--- src/rtl/cam_capture_ds_pkg.sv ---
// rtl/cam_capture_ds_pkg.sv - shared encodings and field widths for the camera capture path
package cam_capture_ds_pkg;

  // Source format codes as presented on the fmt port
  localparam logic [1:0] FMT_RGB565 = 2'b00;
  localparam logic [1:0] FMT_RGB444 = 2'b01;
  localparam logic [1:0] FMT_Y      = 2'b10;

  typedef enum logic [1:0] {
    ST_IDLE    = 2'd0,
    ST_WAIT_VS = 2'd1,
    ST_ACTIVE  = 2'd2,
    ST_DONE    = 2'd3
  } state_t;

  // Per-component widths of the supported buffer colour depths
  localparam int RGB332_R_BITS = 3;
  localparam int RGB332_G_BITS = 3;
  localparam int RGB332_B_BITS = 2;
  localparam int RGB444_R_BITS = 4;
  localparam int RGB444_G_BITS = 4;
  localparam int RGB444_B_BITS = 4;
  localparam int RGB565_R_BITS = 5;
  localparam int RGB565_G_BITS = 6;
  localparam int RGB565_B_BITS = 5;

  function automatic int r_bits(input int dw);
    return (dw == 8) ? RGB332_R_BITS : (dw == 12) ? RGB444_R_BITS : RGB565_R_BITS;
  endfunction

  function automatic int g_bits(input int dw);
    return (dw == 8) ? RGB332_G_BITS : (dw == 12) ? RGB444_G_BITS : RGB565_G_BITS;
  endfunction

  function automatic int b_bits(input int dw);
    return (dw == 8) ? RGB332_B_BITS : (dw == 12) ? RGB444_B_BITS : RGB565_B_BITS;
  endfunction

endpackage

--- src/rtl/cam_capture_ds_pix_convert.sv ---
// rtl/cam_capture_ds_pix_convert.sv - combinational byte-pair to buffer-word colour conversion
module cam_capture_ds_pix_convert
  import cam_capture_ds_pkg::*;
#(
  parameter int DW = 8
) (
  input  logic [1:0]    fmt,
  input  logic [7:0]    hi,
  input  logic [7:0]    lo,
  output logic [DW-1:0] pix
);

  localparam int RB = r_bits(DW);
  localparam int GB = g_bits(DW);
  localparam int BB = b_bits(DW);

  logic [4:0] r5;
  logic [5:0] g6;
  logic [4:0] b5;

  // Expand every source format to RGB565-equivalent components; reserved code falls back to RGB565
  always_comb begin
    r5 = hi[7:3];
    g6 = {hi[2:0], lo[7:5]};
    b5 = lo[4:0];
    case (fmt)
      FMT_RGB444: begin
        r5 = {hi[3:0], hi[3]};
        g6 = {lo[7:4], lo[7:6]};
        b5 = {lo[3:0], lo[3]};
      end
      FMT_Y: begin
        r5 = hi[7:3];
        g6 = hi[7:2];
        b5 = hi[7:3];
      end
      default: ;
    endcase
  end

  // Narrower buffer depths keep only the component MSBs
  assign pix = {r5[4 -: RB], g6[5 -: GB], b5[4 -: BB]};

  // Low component bits are intentionally dropped for narrow DW
  logic unused_bits;
  assign unused_bits = ^{r5, g6, b5};

endmodule

--- src/rtl/cam_capture_ds.sv ---
// rtl/cam_capture_ds.sv - OV7670 capture, pixel assembly, decimation and frame-buffer write port
module cam_capture_ds
  import cam_capture_ds_pkg::*;
#(
  parameter int CAM_W = 640,
  parameter int CAM_H = 480,
  parameter int DEC_X = 4,
  parameter int DEC_Y = 4,
  parameter int DW    = 8,
  parameter int AW    = 15
) (
  input  logic          clk,
  input  logic          rst,
  input  logic          arm,
  input  logic          cont,
  input  logic [1:0]    fmt,
  input  logic          href,
  input  logic          vsync,
  input  logic [7:0]    d,
  output logic          ram_we,
  output logic [AW-1:0] ram_addr,
  output logic [DW-1:0] ram_data,
  output logic          busy,
  output logic          frame_done,
  output logic [7:0]    frame_cnt,
  output logic          err
);

  // Counters saturate one past the active size so overrun stays detectable
  localparam int CW = $clog2(CAM_W + 1);
  localparam int RW = $clog2(CAM_H + 1);
  localparam logic [CW-1:0] COL_MAX = CW'(CAM_W);
  localparam logic [RW-1:0] ROW_MAX = RW'(CAM_H);
  localparam logic [CW-1:0] X_MASK  = CW'(DEC_X - 1);
  localparam logic [RW-1:0] Y_MASK  = RW'(DEC_Y - 1);

  state_t        state;
  logic          vsync_d, href_d, arm_d;
  logic [1:0]    fmt_q;
  logic          phase;
  logic [7:0]    hi_q;
  logic [CW-1:0] col;
  logic [RW-1:0] row;
  logic [AW-1:0] wr_ptr;
  logic [DW-1:0] pix;

  logic arm_rise, vsync_rise, vsync_fall, href_fall, in_range, on_grid;

  assign arm_rise   = arm & ~arm_d;
  assign vsync_rise = vsync & ~vsync_d;
  assign vsync_fall = ~vsync & vsync_d;
  assign href_fall  = ~href & href_d;
  assign in_range   = (col < COL_MAX) && (row < ROW_MAX);
  assign on_grid    = ((col & X_MASK) == '0) && ((row & Y_MASK) == '0);

  cam_capture_ds_pix_convert #(.DW(DW)) u_conv (
    .fmt (fmt_q),
    .hi  (hi_q),
    .lo  (d),
    .pix (pix)
  );

  // Delayed copies for edge detection; arm_d starts high so a level held through reset is not a new arm
  always_ff @(posedge clk or posedge rst) begin
    if (rst) begin
      vsync_d <= 1'b0;
      href_d  <= 1'b0;
      arm_d   <= 1'b1;
    end else begin
      vsync_d <= vsync;
      href_d  <= href;
      arm_d   <= arm;
    end
  end

  // Capture FSM with pixel assembly, decimation, addressing and registered outputs
  always_ff @(posedge clk or posedge rst) begin
    if (rst) begin
      state      <= ST_IDLE;
      fmt_q      <= FMT_RGB565;
      phase      <= 1'b0;
      hi_q       <= '0;
      col        <= '0;
      row        <= '0;
      wr_ptr     <= '0;
      ram_we     <= 1'b0;
      ram_addr   <= '0;
      ram_data   <= '0;
      busy       <= 1'b0;
      frame_done <= 1'b0;
      frame_cnt  <= '0;
      err        <= 1'b0;
    end else begin
      ram_we     <= 1'b0;
      frame_done <= 1'b0;
      if (arm_rise) err <= 1'b0;
      if (!arm) begin
        state <= ST_IDLE;
        busy  <= 1'b0;
      end else begin
        case (state)
          ST_IDLE: begin
            if (arm_rise) state <= ST_WAIT_VS;
          end
          ST_WAIT_VS: begin
            if (vsync_fall) begin
              state  <= ST_ACTIVE;
              busy   <= 1'b1;
              fmt_q  <= fmt;
              col    <= '0;
              row    <= '0;
              wr_ptr <= '0;
              phase  <= 1'b0;
            end
          end
          ST_ACTIVE: begin
            if (href) begin
              if (!phase) begin
                hi_q  <= d;
                phase <= 1'b1;
              end else begin
                phase <= 1'b0;
                if (col < COL_MAX) col <= col + 1'b1;
                if (!in_range) begin
                  err <= 1'b1;
                end else if (on_grid) begin
                  ram_we   <= 1'b1;
                  ram_addr <= wr_ptr;
                  ram_data <= pix;
                  wr_ptr   <= wr_ptr + 1'b1;
                end
              end
            end else if (href_fall) begin
              phase <= 1'b0;
              col   <= '0;
              if (row < ROW_MAX) row <= row + 1'b1;
              if (phase) err <= 1'b1;
            end
            if (vsync_rise) begin
              state      <= ST_DONE;
              busy       <= 1'b0;
              frame_done <= 1'b1;
              frame_cnt  <= frame_cnt + 8'd1;
            end
          end
          ST_DONE: begin
            state <= cont ? ST_WAIT_VS : ST_IDLE;
          end
          default: state <= ST_IDLE;
        endcase
      end
    end
  end

endmodule

--- config.mk ---
export PLATFORM = sky130hd
export DESIGN_NAME = cam_capture_ds
export DESIGN_NICKNAME = d
export VERILOG_FILES = /design/src/rtl/cam_capture_ds_pkg.sv /design/src/rtl/cam_capture_ds_pix_convert.sv /design/src/rtl/cam_capture_ds.sv
export SDC_FILE = /design/constraint.sdc
export NUM_CORES = 1
export LEC_CHECK = 0
export ABC_CLOCK_PERIOD_IN_PS = 3700
export CORE_UTILIZATION = 46
export DETAILED_ROUTE_END_ITERATION = 16
export PLACE_DENSITY = 0.76
export SLEW_MARGIN = 20
export SYNTH_ARGS = -nofsm -noshare
export SYNTH_HDL_FRONTEND = slang
export SYNTH_HIERARCHICAL = 1
export SYNTH_SLANG_ARGS = --single-unit
--- constraint.sdc ---
create_clock -name clk -period 3.7 [get_ports clk]
set_clock_uncertainty 0.15 [all_clocks]
set_input_delay 1.11 -clock clk [delete_from_list [all_inputs] [get_ports clk]]
set_output_delay 1.11 -clock clk [all_outputs]
set_load 0.1 [all_outputs]
==> summary.md <==
| Metric | Value |
|---|---|
| # rows | `33` |
| GRT Util Overall | `18.3%` |
| CP Max Fanout | `12` |
| Fin nets | `447` |
| Largest net degree at the start of global routing | `just under 50` |
| Critical path's largest stage delay | `~0.77 ns` |
| Unrepaired setup endpoints after global routing | `false` |
| Worst Tran Pin Value | `between 0.5 and 0.6 ns` |
| Clk slew on worst S/H paths | `~0.080 ns` |
| Die area | `roughly 9000 um^2` |
| Critical path cell sequence | `clkdlybuf4s50_1, nor2b_1, a311oi_2, nor2_1, a31oi_1, nor2_1` |
| Hold WC Path Type | `register to register` |
| Reg2reg start | `state[0]` |
| Routed Antenna Nets | `0` |
| Initial antenna violation count | `0` |
| Die Span X | `roughly 96 um` |
| Core area | `approximately 8300 um^2` |
| Initial DRT Pass Iterations | `4` |
| DR iter-0 viols | `around 130` |
| Critical Path RT | `about 3.8 ns` |
| Synth Instances | `roughly 360` |
| WL per Instance | `14.2 um` |
| Layout area overhead | `18.0%` |
| Register-to-register setup slack | `roughly 1.2 ns` |
| Critical path type | `input port to register` |
| Skew-Pair Late Insertion Delay | `between 0.3 and 0.4 ns` |
| Final setup vio count | `0` |
| Hold depth | `1` |
| CTS Root Cell | `clkbuf_8` |
| Final wirelength | `7490 um` |
| Fin worst setup slack | `around 0.77 ns` |
| CP Launch Type | `input port` |
| Post-CTS Setup Bufs | `0` |
| Global-route wire length before repair | `between 10,000 and 15,000 um` |
| Via/cell ratio | `between 5 and 6` |
| Final Hold Viols | `0` |
| Diodes inserted | `0` |
| Most numerous cell on the critical path | `nor2_1` |
| Crit-path slowest cell | `clkdlybuf4s50_1` |
| Vias in the first global route | `2,844` |
| Period utilization | `roughly 79%` |
| I/O pin count | `51` |
| Hold Buf Count CTS | `0` |
| Max IR drop VDD | `between 0.0005 and 0.0006 V` |
| H-tree depth | `3` |
| Post-route minimum period | `between 2 and 3 ns` |
| Max-slew headroom | `between 60 and 70%` |
| Starting density of the core | `between 40% and 50%` |
| Setup TNS | `0 ns` |
| CTS buffer count | `9` |
| Power density cells | `approximately 520 nW/um^2` |
| Synth Area per Inst | `approximately 11 um^2` |
| Max cap viols | `0` |
| Residual DRC | `0` |
| Min-delay src | `frame_cnt[7]` |
| Leakage power total | `2.25 nW` |
| CTS tree | `yes` |
| PostCTS Resize Cnt | `0` |
| Dpl ws | `0.409 ns` |
| Routability cong. | `0.797` |
| Slew Viols, Final | `0` |
| Layout cells sized above 1 | `between 20% and 30%` |
| Final-layout fill cell count | `approximately 700` |
| Worst Path Arrival | `3.02 ns` |
| Worst setup EP type | `register` |
| Min-Delay Endpoint | `frame_cnt[7]` |
| Ys Warns | `6` |
| Final HPWL from detailed placement | `about 5200 um` |
| Clock Sinks | `84` |
| R2r endpoint | `wr_ptr[12]` |
| Worst-case reg-to-reg path depth | `6` |
| Max Clock Freq | `between 300 and 400 MHz` |
| Vias | `~2,800` |
| Core Util, Final | `~57%` |
| Syn Nets | `slightly below 400` |
| Grt total ovfl | `0` |
| CTS Buffer Depth | `2` |
| Outcome | `finished clean` |
| Die Span Y | `95.7 um` |
| Port Buf Inserts | `50` |
| Synthesized cell area | `roughly 4000 um^2` |
worst max-delay path, delay by kind of cell:
family                 cells  cell delay (ns)
AO/OA/AOI/OAI              2             0.74
buffers and inverters      1             0.77
AND/OR/NAND/NOR            3             0.38
layout make-up:
type	count	area [um^2]	share of cell area [%]
clock buffers	10	128	2.68
clock inverters	6	71.3	1.50
multi-input cells	251	1820	38.1
flip-flops and latches	84	2100	44.1
repair buffers	55	450	9.45
inverters	17	65.1	1.36
well taps	105	131	2.76
state kept, by name, summed over array words and instances, names as in the netlist:
register	cells
frame_done	1
row	9
ram_we	1
col	10
wr_ptr	15
err	1
state	2
ram_data	8
vsync_d	1
busy	1
fmt_q	2
frame_cnt	8
phase	1
arm_d	1
hi_q	7
href_d	1
ram_addr	15
worst max path at each step:
stage,to,cells after the start,slack [ns],start
after floorplan,busy,1,0.28,rst
after global placement,col[9],6,0.49,href
after detailed placement,col[9],6,0.41,href
after CTS,col[9],6,0.80,href
after global routing,col[9],6,0.57,href
final,col[9],6,0.77,href
layer usage:
layer	up-vias	track usage, %	share of wire (%)
met3	4	5.29	4.4
met4	0	5.97	0.53
li1	1384	-	-
met1	1386	22.8	47
met5	-	0	0
met2	58	30.5	48
layout by cell type, fill, tap and decap left out, drive strengths merged, types with 7 or more instances in the layout:
master,count
inv,19
ha,13
nand4,7
xor2,9
nor2,36
clkdlybuf4s50,15
and3,7
dfrtp,83
nor3,11
mux2,34
o21ai,21
buf,40
nand3,14
xnor2,21
nand2,28
clkbuf,10
through the flow:
stage	instances	area (um^2)	power [mW]	hold slack (ns)
6_report	528	4770	2.50	0.323
4_1_cts	528	4770	2.51	0.334
3_3_place_gp	512	4570	1.81	0.319
3_5_place_dp	512	4570	1.84	0.321
2_1_floorplan	361	4040	1.67	0.322
5_1_grt	528	4770	2.64	0.361
where the power goes:
group / total (mW) / internal [mW] / switching (mW)
registers: 1.11 / 1.02 / 0.0873
clock network: 0.676 / 0.321 / 0.355
logic: 0.713 / 0.244 / 0.468
total: 2.50 / 1.58 / 0.911
No activity file was read; power rests on OpenSTA's default activity.
